File: src/rtl/tile_stats_accum.sv
// rtl/tile_stats_accum.sv - per-tile sum/mean/min/max over a tile-ordered pixel stream
// Results leave through a single-entry valid/ready register; late results are dropped and flagged.
`timescale 1ns/1ps
module tile_stats_accum #(
  parameter int DATA_WIDTH  = 8,
  parameter int TILE_WIDTH  = 16,
  parameter int TILE_HEIGHT = 16,
  parameter int NUM_TILES_X = 40,
  parameter int NUM_TILES_Y = 30,
  localparam int PIX   = TILE_WIDTH * TILE_HEIGHT,
  localparam int PIX_W = $clog2(PIX),
  localparam int SUM_W = DATA_WIDTH + PIX_W,
  localparam int X_W   = (NUM_TILES_X > 1) ? $clog2(NUM_TILES_X) : 1,
  localparam int Y_W   = (NUM_TILES_Y > 1) ? $clog2(NUM_TILES_Y) : 1
) (
  input  logic                  iClk,
  input  logic                  iRst,
  input  logic                  iStart,
  input  logic                  iValid,
  input  logic [DATA_WIDTH-1:0] iData,
  input  logic                  iReady,
  output logic                  oTileValid,
  output logic [X_W-1:0]        oTileX,
  output logic [Y_W-1:0]        oTileY,
  output logic [SUM_W-1:0]      oSum,
  output logic [DATA_WIDTH-1:0] oMean,
  output logic [DATA_WIDTH-1:0] oMin,
  output logic [DATA_WIDTH-1:0] oMax,
  output logic                  oFrameDone,
  output logic                  oOverflow,
  output logic                  oBusy
);

  localparam logic [1:0] S_IDLE  = 2'd0;
  localparam logic [1:0] S_ACCUM = 2'd1;
  localparam logic [1:0] S_DONE  = 2'd2;

  logic [1:0]            state;
  logic [PIX_W-1:0]      pix_cnt;
  logic [SUM_W-1:0]      acc_sum;
  logic [DATA_WIDTH-1:0] acc_min;
  logic [DATA_WIDTH-1:0] acc_max;
  logic [X_W-1:0]        tile_x;
  logic [Y_W-1:0]        tile_y;

  logic                  take;
  logic                  first_pix;
  logic                  last_pix;
  logic                  last_tile;
  logic                  tile_done;
  logic                  out_free;
  logic [SUM_W-1:0]      sum_nxt;
  logic [DATA_WIDTH-1:0] min_nxt;
  logic [DATA_WIDTH-1:0] max_nxt;

  // iStart has priority: a pixel arriving with it belongs to no frame.
  assign take      = (state == S_ACCUM) && iValid && !iStart;
  assign first_pix = (pix_cnt == '0);
  assign last_pix  = (pix_cnt == PIX_W'(PIX - 1));
  assign last_tile = (tile_x == X_W'(NUM_TILES_X - 1)) && (tile_y == Y_W'(NUM_TILES_Y - 1));
  assign tile_done = take && last_pix;
  assign out_free  = !oTileValid || iReady;

  assign sum_nxt = (first_pix ? '0 : acc_sum) + SUM_W'(iData);
  assign min_nxt = (first_pix || (iData < acc_min)) ? iData : acc_min;
  assign max_nxt = (first_pix || (iData > acc_max)) ? iData : acc_max;

  assign oBusy = (state == S_ACCUM);
  assign oMean = oSum[SUM_W-1:PIX_W];

  always_ff @(posedge iClk or negedge iRst) begin
    if (!iRst) begin
      state      <= S_IDLE;
      pix_cnt    <= '0;
      acc_sum    <= '0;
      acc_min    <= '0;
      acc_max    <= '0;
      tile_x     <= '0;
      tile_y     <= '0;
      oFrameDone <= 1'b0;
      oOverflow  <= 1'b0;
    end else begin
      oFrameDone <= 1'b0;
      if (iStart) begin
        state     <= S_ACCUM;
        pix_cnt   <= '0;
        acc_sum   <= '0;
        acc_min   <= '0;
        acc_max   <= '0;
        tile_x    <= '0;
        tile_y    <= '0;
        oOverflow <= 1'b0;
      end else if (take) begin
        acc_sum <= sum_nxt;
        acc_min <= min_nxt;
        acc_max <= max_nxt;
        if (last_pix) begin
          // Counter wraps to zero so the very next pixel re-initialises the accumulators.
          pix_cnt <= '0;
          if (tile_x == X_W'(NUM_TILES_X - 1)) begin
            tile_x <= '0;
            tile_y <= (tile_y == Y_W'(NUM_TILES_Y - 1)) ? '0 : tile_y + 1'b1;
          end else begin
            tile_x <= tile_x + 1'b1;
          end
          if (last_tile) begin
            state      <= S_DONE;
            oFrameDone <= 1'b1;
          end
          if (!out_free) begin
            oOverflow <= 1'b1;
          end
        end else begin
          pix_cnt <= pix_cnt + 1'b1;
        end
      end
    end
  end

  // A load in the same cycle as an accept wins, keeping oTileValid high.
  always_ff @(posedge iClk or negedge iRst) begin
    if (!iRst) begin
      oTileValid <= 1'b0;
      oTileX     <= '0;
      oTileY     <= '0;
      oSum       <= '0;
      oMin       <= '0;
      oMax       <= '0;
    end else if (tile_done && out_free) begin
      oTileValid <= 1'b1;
      oTileX     <= tile_x;
      oTileY     <= tile_y;
      oSum       <= sum_nxt;
      oMin       <= min_nxt;
      oMax       <= max_nxt;
    end else if (oTileValid && iReady) begin
      oTileValid <= 1'b0;
    end
  end

endmodule

File: config.mk
export PLATFORM = sky130hd
export DESIGN_NAME = tile_stats_accum
export DESIGN_NICKNAME = d
export VERILOG_FILES = /design/src/rtl/tile_stats_accum.sv
export SDC_FILE = /design/constraint.sdc
export NUM_CORES = 1
export LEC_CHECK = 0
export ABC_CLOCK_PERIOD_IN_PS = 3100
export CAP_MARGIN = 20
export CORE_UTILIZATION = 52
export CTS_BUF_LIST = sky130_fd_sc_hd__clkbuf_4 sky130_fd_sc_hd__clkbuf_8
export CTS_CLUSTER_SIZE = 8
export DETAILED_ROUTE_END_ITERATION = 8
export PLACE_DENSITY = 0.82
export SYNTH_ARGS = -nofsm -noshare
export SYNTH_HDL_FRONTEND = slang
export SYNTH_SLANG_ARGS = --single-unit
File: constraint.sdc
create_clock -name iClk -period 3.1 [get_ports iClk]
set_input_delay 0.62 -clock iClk [delete_from_list [all_inputs] [get_ports iClk]]
set_output_delay 0.62 -clock iClk [all_outputs]
set_load 0.005 [all_outputs]
==> results of run 1 <==
-- critical path, cell delays in order (launching register included) --
cell and delay [ns]:
dfrtp_1 0.41, nor4_2 0.31, nand3_1 0.14, buf_4 0.21
and2_1 0.17, ha_1 0.34, o21ai_0 0.13, or3_4 0.36
a21oi_4 0.24, nand3_2 0.12, or3_1 0.33, a21oi_1 0.16
-- sequential cells by signal (all words and copies together), names as in the netlist --
register and flops:
oTileValid 1, oMin 8, oTileY 5, pix_cnt 8, tile_x 6, oMax 8
oFrameDone 1, oOverflow 1, acc_max 8, acc_sum 16, oTileX 6, tile_y 5
acc_min 8, oSum 16, state 2
-- synthesized netlist by cell type, types with 6 or more instances --
cell type / instances
a21o_1: 6
a21oi_1: 29
a221o_1: 8
and2_1: 14
buf_4: 9
clkbuf_1: 16
dfrtp_1: 99
ha_1: 28
inv_1: 19
mux2_2: 9
mux2i_1: 17
nand2_1: 54
nand2b_1: 20
nand3_1: 14
nand3b_1: 9
nand4_1: 8
nor2_1: 28
nor3_1: 8
o21ai_0: 14
o21ai_1: 25
o31ai_1: 7
or3_1: 6
xnor2_1: 6
xor2_1: 14
-- logic make-up (layout without fill, tap and decap cells) --
| kind of cell | after synthesis | after routing | share of synthesized area (%) |
|---|---|---|---|
| buffers and inverters | 50 | 131 | 4.24 |
| adder cells (fa/ha/maj) | 29 | 29 | 6.90 |
| AO/OA/AOI/OAI | 116 | 116 | 14.0 |
| flip-flops | 99 | 99 | 46.1 |
| multiplexers | 31 | 31 | 6.10 |
| AND/OR/NAND/NOR | 194 | 194 | 19.4 |
| XOR/XNOR | 20 | 20 | 3.26 |
-- cell type report --
cell class / instances / share of cell area [%]
multi-input combinational: 390 / 41.6
sequential: 99 / 38.0
inverter: 19 / 1.09
clock inverter: 4 / 0.787
tap: 133 / 2.55
clock buffer: 12 / 2.25
timing repair buffer: 96 / 13.7
-- power groups by stage --
| stage | clock [mW] | combinational [mW] | sequential (mW) |
|---|---|---|---|
| 4_1_cts | 0.867 | 0.338 | 1.35 |
| 6_report | 0.850 | 0.345 | 1.35 |
| 5_1_grt | 0.919 | 0.386 | 1.36 |
| 3_5_place_dp | 0 | 0.337 | 1.38 |
| 3_3_place_gp | 0 | 0.319 | 1.37 |
| 2_1_floorplan | 0 | 0.207 | 1.37 |
-- stage by stage --
stage	TNS [ns]	util (%)	power, mW
final	0	65.7	2.55
after global routing	-0.293	65.7	2.66
after CTS	0	65.2	2.56
after detailed placement	0	63.2	1.71
after global placement	0	63.2	1.69
after floorplan	0	-	1.57
-- timing repair --
action,CTS,global route
setup endpoints to repair,0,12
buffers inserted,0,2
gates resized for setup,0,6
-- layer usage --
layer  global-route usage (%)  up-vias
li1                         -     2043
met1                     30.6     2123
met2                     40.3      127
met3                     4.03       15
met4                     8.70        0
met5                        0        -
-- worst paths after layout --
path	startpoint	to	slack [ns]	cells after the start
max	pix_cnt[6]$_DFFE_PN0P_	acc_sum[10]$_DFFE_PN0P_	0.09	11
min	iRst	tile_x[4]$_DFFE_PN0P_	0.23	1
max reg2reg	pix_cnt[6]$_DFFE_PN0P_	acc_sum[10]$_DFFE_PN0P_	0.09	11
min reg2reg	oSum[3]$_DFFE_PN0P_	oSum[3]$_DFFE_PN0P_	0.49	2
max in group asynchronous	iRst	oSum[7]$_DFFE_PN0P_	2.17	2
min in group iClk	oSum[3]$_DFFE_PN0P_	oSum[3]$_DFFE_PN0P_	0.49	2
==> run_results.csv, run 1 <==
group,metric,value,unit
routing,num_vias,4308,
power,ir_worst_vdd,0.296,mV
logic_synthesis,synth_warnings,0,
run_status,status,"finished, final reports clean",
routing,met3WireLength,640,µm
job,maxCapViolCount,0,
clock_network,cts_buffer_depth,2,
logic_synthesis,synth_edf_count,0,
die,row_count,36,
timing,fin_crit_sh,97.1,%
power,p_comb_share,13.6,%
clock_network,cts.clk_slew.worst_paths,0.10,ns
global_route,overflow,0,
layout,multi_input_area,2710,µm²
logic_synthesis,synthFlopType,"dfrtp_1",
logic_synthesis,seq_area_frac_synth,46.1,%
global_route,first_global_vias,4372,
critical_path,start_kind,"flop",
power,power_frac_seq,53.0,%
layout,num_antenna_cells,0,
timing,final_max_slew_viol_count,0,
power,pwr_density_cell,391,nW/µm²
placed_design,gp_congestion,0.858,
timing,report.final.hold_viol_count,0,
clock_network,tritoncts,"done",
logic_synthesis,ys_ff_latch,99,
logic_synthesis,yosysUniqueCellTypes,59,
clock_network,clock_sinks,99,
logic_synthesis,synth_area_leader_cell,"dfrtp_1",
layout,final.fill_count,799,
global_route,gr-usage-all-layers,23.8,%
routing,top_layer_used,"met4",
global_route,grt_start_max_net_pins,66,
layout,area_growth,21.3,%
die,fp.dieH,104,µm
clock_network,cts_hold_buf,0,
placed_design,io_buffers,67,
power,power_frac_clock,33.4,%
routing,wl_per_cell,16.0,µm
critical_path,cp-end-kind,"flop",
critical_path,arrival,3.29,ns
layout,finalNetCount,657,
layout,drive_gt1_share,12.3,%
timing,finalWorstSetupSlack,0.0888,ns
placed_design,pre_cts_ws,0.00566,ns
layout,final_cell_mix,"99 x dfrtp_1, 65 x clkdlybuf4s50_1, 54 x nand2_1, 29 x a21oi_1, 29 x buf_4",
power,netSwitchingPower,686,µW
timing,maxSlewHeadroom,33.3,%
die,core_region_area,9910,µm²
routing,wl,12100,µm
timing,fin_crit,3.01,ns
clock_network,cts_root_buffer,"clkbuf_8",
die,start_util,54.2,%
routing,ant_nets,0,
layout,instances_no_fill,753,
logic_synthesis,synth-async-reset-ratio,100,%
global_route,grt_first_pass_wirelength,20600,µm
global_route,antenna_found_initial,0,
placed_design,dp_hpwl,8550,µm
logic_synthesis,postSynthCellCount,539,
logic_synthesis,syn_area_per_cell,9.96,µm²
clock_network,numCtsBuffers,9,
logic_synthesis,yosys-top-cells-area,"dfrtp_1 46%, ha_1 6.5%, nand2_1 3.8%",
die,design.die.area,10700,µm²
timing,fmax,332,MHz
critical_path,cp_max_fo,14,
routing,dr.first_iter.drc_count,211,
placed_design,placed_area,6260,µm²
timing,tightest_slew,0.994,ns
routing,wl_met1,5230,µm
timing,clock_skew,0.0109,ns
timing,setup_viol,0,
routing,wl_met2,6000,µm
routing,first_pass_iters,5,
placed_design,numPlacedInstances,735,
clock_network,h-tree-depth,3,
logic_synthesis,synth_area,5370,µm²
timing,holdWs,0.226,ns
logic_synthesis,synth_fp_nets,581,
routing,vias_per_cell,5.72,
critical_path,crit_type,"flop to flop",
power,switching_share,27.0,%
power,leakage,2.89,nW
routing,drc_errors,0,
die,io_pins,68,
logic_synthesis,synth_top_area_share,46.1,%
layout,regArea,2480,µm²
clock_network,insertion_delay,0.37,ns
hold_path,holdCritPathClass,"input pin to asynchronous set/reset pin",
layout,fin_area,6520,µm²
layout,final_common_cell,"dfrtp_1",
die,die_w,104,µm
critical_path,worst_ep_required_time,3.38,ns
power,p_int,1.86,mW
No activity file was read; power rests on OpenSTA's default activity.
==> inputs of run 2 (changes only) <==
--- a/config.mk
+++ b/config.mk
@@ -7,6 +7,7 @@
 export LEC_CHECK = 0
 export ABC_CLOCK_PERIOD_IN_PS = 3100
 export CAP_MARGIN = 20
+export CORE_MARGIN = 1.5
 export CORE_UTILIZATION = 52
 export CTS_BUF_LIST = sky130_fd_sc_hd__clkbuf_4 sky130_fd_sc_hd__clkbuf_8
 export CTS_CLUSTER_SIZE = 8
==> run 2 against run 1 <==
  * Highest routed layer unchanged
  * Hold slack better by 0.077 ns
  * Critical path type unchanged
  * Flip-flop and latch count stayed put
  * Combinational power up 2%
  * Clock power rose by 1%
==> run_results.csv, run 2 (synthesis gave the netlist of run 1 again) <==
group,metric,value,unit
critical_path,cp_max_fo,5,
die,row_count,36,
timing,setup_viol,0,
global_route,gr-usage-all-layers,23.8,%
layout,drive_gt1_share,13.0,%
hold_path,holdCritPathClass,"input pin to asynchronous set/reset pin",
timing,fin_tns_setup,0,ns
global_route,overflow,0,
routing,vias_per_cell,5.66,
critical_path,arrival,3.23,ns
layout,top_regs,"acc_sum (16), oSum (16)",
routing,num_vias,4265,
layout,final_common_cell,"dfrtp_1",
timing,report.final.hold_viol_count,0,
die,fp.dieH,105,µm
routing,first_pass_iters,4,
die,core_region_area,9910,µm²
timing,maxSlewHeadroom,51.8,%
routing,met3WireLength,478,µm
die,start_util,54.2,%
critical_path,path_cells,"nor4_4 > nand3_2 > buf_4 > and2_1 > ha_4 > o21ai_0 > or3_4 > a21oi_4 > nand2_1 > or3_1 > a21oi_2",
timing,clock_skew,0.00880,ns
timing,final_max_slew_viol_count,0,
layout,area_growth,21.9,%
clock_network,cts_hold_buf,0,
layout,final_cell_mix,"99 x dfrtp_1, 65 x clkdlybuf4s50_1, 54 x nand2_1, 30 x buf_4",
critical_path,critPathMaxStageDelay,0.43,ns
critical_path,start_kind,"flop",
critical_path,path_delay_family,"simple AND/OR/NAND/NOR gates",
power,pwr_density_cell,392,nW/µm²
critical_path,worst_ep_required_time,3.40,ns
power,leakage,2.90,nW
critical_path,crit_type,"flop to flop",
clock_network,cts.clk_slew.worst_paths,0.10,ns
placed_design,numPlacedInstances,735,
critical_path,worstRegToRegCells,11,
clock_network,tritoncts,"done",
timing,fmax,341,MHz
clock_network,clock_sinks,99,
power,ir_worst_vdd,0.205,mV
critical_path,r2r_setup_slack,0.17,ns
die,design.die.area,10900,µm²
global_route,first_global_vias,4248,
die,io_pins,68,
critical_path,r2r-end,"acc_sum[14]$_DFFE_PN0P_",
routing,wl_per_cell,16.4,µm
timing,fin_crit_sh,94.6,%
routing,dr.first_iter.drc_count,211,
timing,tightest_slew,0.723,ns
clock_network,insertion_delay,0.37,ns
routing,drc_errors,0,
layout,instances_no_fill,754,
placed_design,dp_hpwl,8600,µm
global_route,antenna_found_initial,0,
power,power,2.56,mW
placed_design,io_buffers,67,
run_status,status,"finished, final reports clean",
clock_network,cts_buffer_depth,2,
die,die_w,105,µm
global_route,grt_first_pass_wirelength,20900,µm
clock_network,h-tree-depth,3,
job,maxCapViolCount,0,
global_route,grt_start_max_net_pins,56,
layout,num_antenna_cells,0,
routing,top_layer_used,"met4",
clock_network,numCtsBuffers,9,
routing,wl_met1,5900,µm
placed_design,gp_congestion,0.850,
critical_path,regToRegStartpoint,"pix_cnt[3]$_DFFE_PN0P_",
critical_path,slowest_stage,"dfrtp_1",
routing,wl_met2,5780,µm
routing,wl,12400,µm
critical_path,cp-end-kind,"flop",
critical_path,crit_buf_inv,1,
layout,finalNetCount,658,
layout,finalCoreUtilization,66.0,%
routing,ant_nets,0,
timing,fin_crit,2.93,ns
clock_network,cts_root_buffer,"clkbuf_8",
timing,rsz0062_at_grt,"false",
timing,holdWs,0.303,ns
run 2: cell types whose count changed in the layout (fill, tap and decap cells not counted), sizes merged:
cell,previous run,this run
buf,31,32
clkinv,2,1
clkinvlp,1,2
run 2: metal layers:
layer	vias up	track usage (%)
li1	2046	-
met1	2103	33.7
met2	100	37.0
met3	16	4.05
met4	0	8.41
met5	-	0
run 2: what timing repair did:
item                                    4_1_cts  5_1_grt
buffers inserted                              0        2
hold endpoints to repair                      0        0
endpoints found under the setup margin        1       23
pin swaps                                     0        3
resized for setup                             1        7
run 2: how the worst max path moves through the flow:
stage                                      start                      end  cells after the start
final                     pix_cnt[3]$_DFFE_PN0P_  acc_sum[14]$_DFFE_PN0P_                     11
after global routing      pix_cnt[3]$_DFFE_PN0P_  acc_sum[14]$_DFFE_PN0P_                     11
after CTS                 pix_cnt[6]$_DFFE_PN0P_  acc_sum[12]$_DFFE_PN0P_                     11
after detailed placement                iData[5]   acc_min[7]$_DFFE_PN0P_                      8
after global placement    pix_cnt[6]$_DFFE_PN0P_  acc_sum[12]$_DFFE_PN0P_                     11
after floorplan           pix_cnt[7]$_DFFE_PN0P_  acc_sum[12]$_DFFE_PN0P_                     12
run 2: cell type report:
type	instances	area, µm²
Timing Repair Buffer	97	901
Clock buffer	12	153
Multi-Input combinational cell	390	2730
Sequential cell	99	2480
Tap cell	133	166
Inverter	19	71.3
Clock inverter	4	50.0
Fill cell	792	3370
run 2: per-stage QoR:
step | setup slack [ns] | instance area, µm²
6_report | 0.168 | 6540
5_1_grt | 0.0106 | 6540
4_1_cts | 0.0442 | 6470
3_5_place_dp | 0.0189 | 6260
3_3_place_gp | 0.109 | 6260
2_1_floorplan | 0.0909 | 5370
run 2: power breakdown:
group | leakage (nW) | internal (mW) | switching [mW]
clock | 0.0994 | 0.412 | 0.447
combinational | 1.44 | 0.141 | 0.211
sequential | 1.36 | 1.32 | 0.0291
total | 2.90 | 1.88 | 0.687
==> inputs of run 3 (changes only) <==
==> config.mk (replaced) <==
export PLATFORM = sky130hd
export DESIGN_NAME = tile_stats_accum
export DESIGN_NICKNAME = d
export VERILOG_FILES = /design/src/rtl/tile_stats_accum.sv
export SDC_FILE = /design/constraint.sdc
export NUM_CORES = 1
export LEC_CHECK = 0
export ABC_CLOCK_PERIOD_IN_PS = 3600
export CAP_MARGIN = 20
export CORE_MARGIN = 1.5
export CORE_UTILIZATION = 60
export CTS_BUF_LIST = sky130_fd_sc_hd__clkbuf_4 sky130_fd_sc_hd__clkbuf_8
export CTS_CLUSTER_SIZE = 8
export DETAILED_ROUTE_END_ITERATION = 8
export PLACE_DENSITY = 0.88
export SYNTH_ARGS = -nofsm -noshare
export SYNTH_HDL_FRONTEND = slang
export SYNTH_SLANG_ARGS = --single-unit
==> constraint.sdc (replaced) <==
create_clock -name iClk -period 3.6 [get_ports iClk]
set_input_delay 0.72 -clock iClk [delete_from_list [all_inputs] [get_ports iClk]]
set_output_delay 0.72 -clock iClk [all_outputs]
set_load 0.005 [all_outputs]
==> run 3 against run 2 <==
  * Register-to-register slack improved by 0.02 ns
  * Setup slack improved by 0.015 ns
  * Count of clock-buffer cells in the layout shrank 3
  * Clock power is 4.8% lower
  * Flip-flop and latch count unchanged
  * Hold slack gained 0.027 ns
  * Sequential power down 14%
  * Global-route usage rose by 4.3 points
  * Total power fell by 12%
==> run_results.csv, run 3 (synthesis gave the netlist of run 1 again) <==
group,metric,value,unit
layout,num_antenna_cells,0,
critical_path,worstRegToRegCells,11,
critical_path,cp_max_fo,8,
die,core_region_area,8680,µm²
timing,report.final.hold_viol_count,0,
layout,instances_no_fill,711,
power,power,2.26,mW
global_route,first_global_vias,4477,
critical_path,r2r-end,"acc_sum[12]$_DFFE_PN0P_",
layout,fin_area,6330,µm²
power,switching_share,27.3,%
critical_path,worst_ep_required_time,3.91,ns
clock_network,numCtsBuffers,9,
global_route,antenna_found_initial,0,
clock_network,cts_hold_buf,0,
power,netSwitchingPower,617,µW
critical_path,arrival,3.73,ns
layout,finalCoreUtilization,73.0,%
clock_network,cts_root_buffer,"clkbuf_8",
layout,top_regs,"acc_sum (16), oSum (16)",
placed_design,placed_area,6100,µm²
critical_path,crit_start,"pix_cnt[7]$_DFFE_PN0P_",
routing,first_pass_iters,5,
global_route,grt_start_max_net_pins,66,
placed_design,dp_hpwl,9080,µm
die,fp.dieH,97.6,µm
power,pwr_density_cell,357,nW/µm²
clock_network,cts_setup_buffers,0,
routing,ant_nets,0,
placed_design,numPlacedInstances,695,
job,maxCapViolCount,0,
timing,rsz0062_at_grt,"false",
power,power_frac_clock,36.2,%
timing,fmax,293,MHz
power,leakage,2.80,nW
die,io_pins,68,
power,power_frac_seq,51.6,%
timing,fin_tns_setup,0,ns
timing,holdWs,0.330,ns
timing,fin_crit,3.42,ns
power,p_comb_share,12.2,%
clock_network,h-tree-depth,3,
layout,area_growth,17.9,%
placed_design,io_buffers,67,
timing,final_max_slew_viol_count,0,
critical_path,start_kind,"flop",
timing,tightest_slew,0.923,ns
routing,vias_per_cell,6.22,
critical_path,r2r_setup_slack,0.18,ns
timing,finalWorstSetupSlack,0.183,ns
placed_design,pre_cts_ws,0.337,ns
timing,maxSlewHeadroom,38.1,%
power,ir_worst_vdd,0.301,mV
routing,drc_errors,0,
die,die_w,97.6,µm
clock_network,tritoncts,"done",
power,p_int,1.64,mW
routing,dr.first_iter.drc_count,278,
critical_path,cp-end-kind,"flop",
layout,finalNetCount,640,
critical_path,crit_type,"flop to flop",
global_route,gr-usage-all-layers,28.1,%
critical_path,regToRegStartpoint,"pix_cnt[7]$_DFFE_PN0P_",
clock_network,cts_buffer_depth,2,
die,row_count,34,
placed_design,gp_congestion,0.916,
die,design.die.area,9530,µm²
clock_network,cts.clk_slew.worst_paths,0.10,ns
run_status,status,"finished, final reports clean",
routing,num_vias,4425,
routing,wl,12800,µm
layout,final_cell_mix,"99 x dfrtp_1, 65 x clkdlybuf4s50_1, 54 x nand2_1, 29 x a21oi_1",
routing,wl_per_cell,18.0,µm
timing,fin_crit_sh,94.9,%
clock_network,cts.repair.resized,0,
timing,setup_viol,0,
global_route,grt_first_pass_wirelength,21500,µm
clock_network,insertion_delay,0.37,ns
clock_network,clock_sinks,99,
global_route,overflow,0,
die,start_util,61.9,%
layout,final_common_cell,"dfrtp_1",
layout,drive_gt1_share,9.29,%
critical_path,endpoint,"acc_sum[12]$_DFFE_PN0P_",
hold_path,holdCritPathClass,"input pin to asynchronous set/reset pin",
timing,clock_skew,0.0112,ns
-- run 3: changes by cell type in the layout (fill, tap and decap cells not counted), moves of 2 or more --
cell      previous run  this run
buf_4               30        13
ha_4                 2         0
ha_1                26        28
clkbuf_4             2         0
inv_6                0         3
-- run 3: layout make-up --
cell class | count | area (µm²)
Inverter | 19 | 71.3
Tap cell | 108 | 135
Clock buffer | 9 | 124
Sequential cell | 99 | 2480
Multi-Input combinational cell | 390 | 2670
Clock inverter | 7 | 105
Fill cell | 647 | 2350
Timing Repair Buffer | 79 | 753
-- run 3: worst max-delay path, cell delays in order (launching register included) --
cell and delay (ns):
dfrtp_1 0.46, nor4_1 0.40, nand3_1 0.30, and2_1 0.25, ha_1 0.21, fa_1 0.43
a211oi_1 0.34, or3_4 0.20, a21oi_4 0.08, and3_2 0.25, nor4b_1 0.28, a211o_1 0.15
-- run 3: per-layer routing --
layer | GRT usage (%) | vias up | wire length [µm]
met2 | 49.1 | 176 | 6700
met1 | 34.5 | 2208 | 4990
met5 | 0 | - | 0
met4 | 8.90 | 0 | 349
li1 | - | 2009 | -
met3 | 6.40 | 32 | 723
-- run 3: worst min path at each step --
stage	to	slack [ns]	cells after the start
after CTS	acc_max[5]$_DFFE_PN0P_	0.34	1
final	acc_max[5]$_DFFE_PN0P_	0.33	1
after global placement	oTileY[1]$_DFFE_PN0P_	0.47	2
after floorplan	acc_max[0]$_DFFE_PN0P_	0.42	0
after global routing	acc_max[5]$_DFFE_PN0P_	0.36	1
after detailed placement	oTileX[2]$_DFFE_PN0P_	0.48	1
-- run 3: power groups by stage --
stage,clock (mW),combinational (mW),sequential (mW)
3_5_place_dp,0,0.272,1.19
5_1_grt,0.881,0.309,1.17
6_report,0.818,0.277,1.16
2_1_floorplan,0,0.178,1.18
4_1_cts,0.829,0.275,1.16
3_3_place_gp,0,0.259,1.18
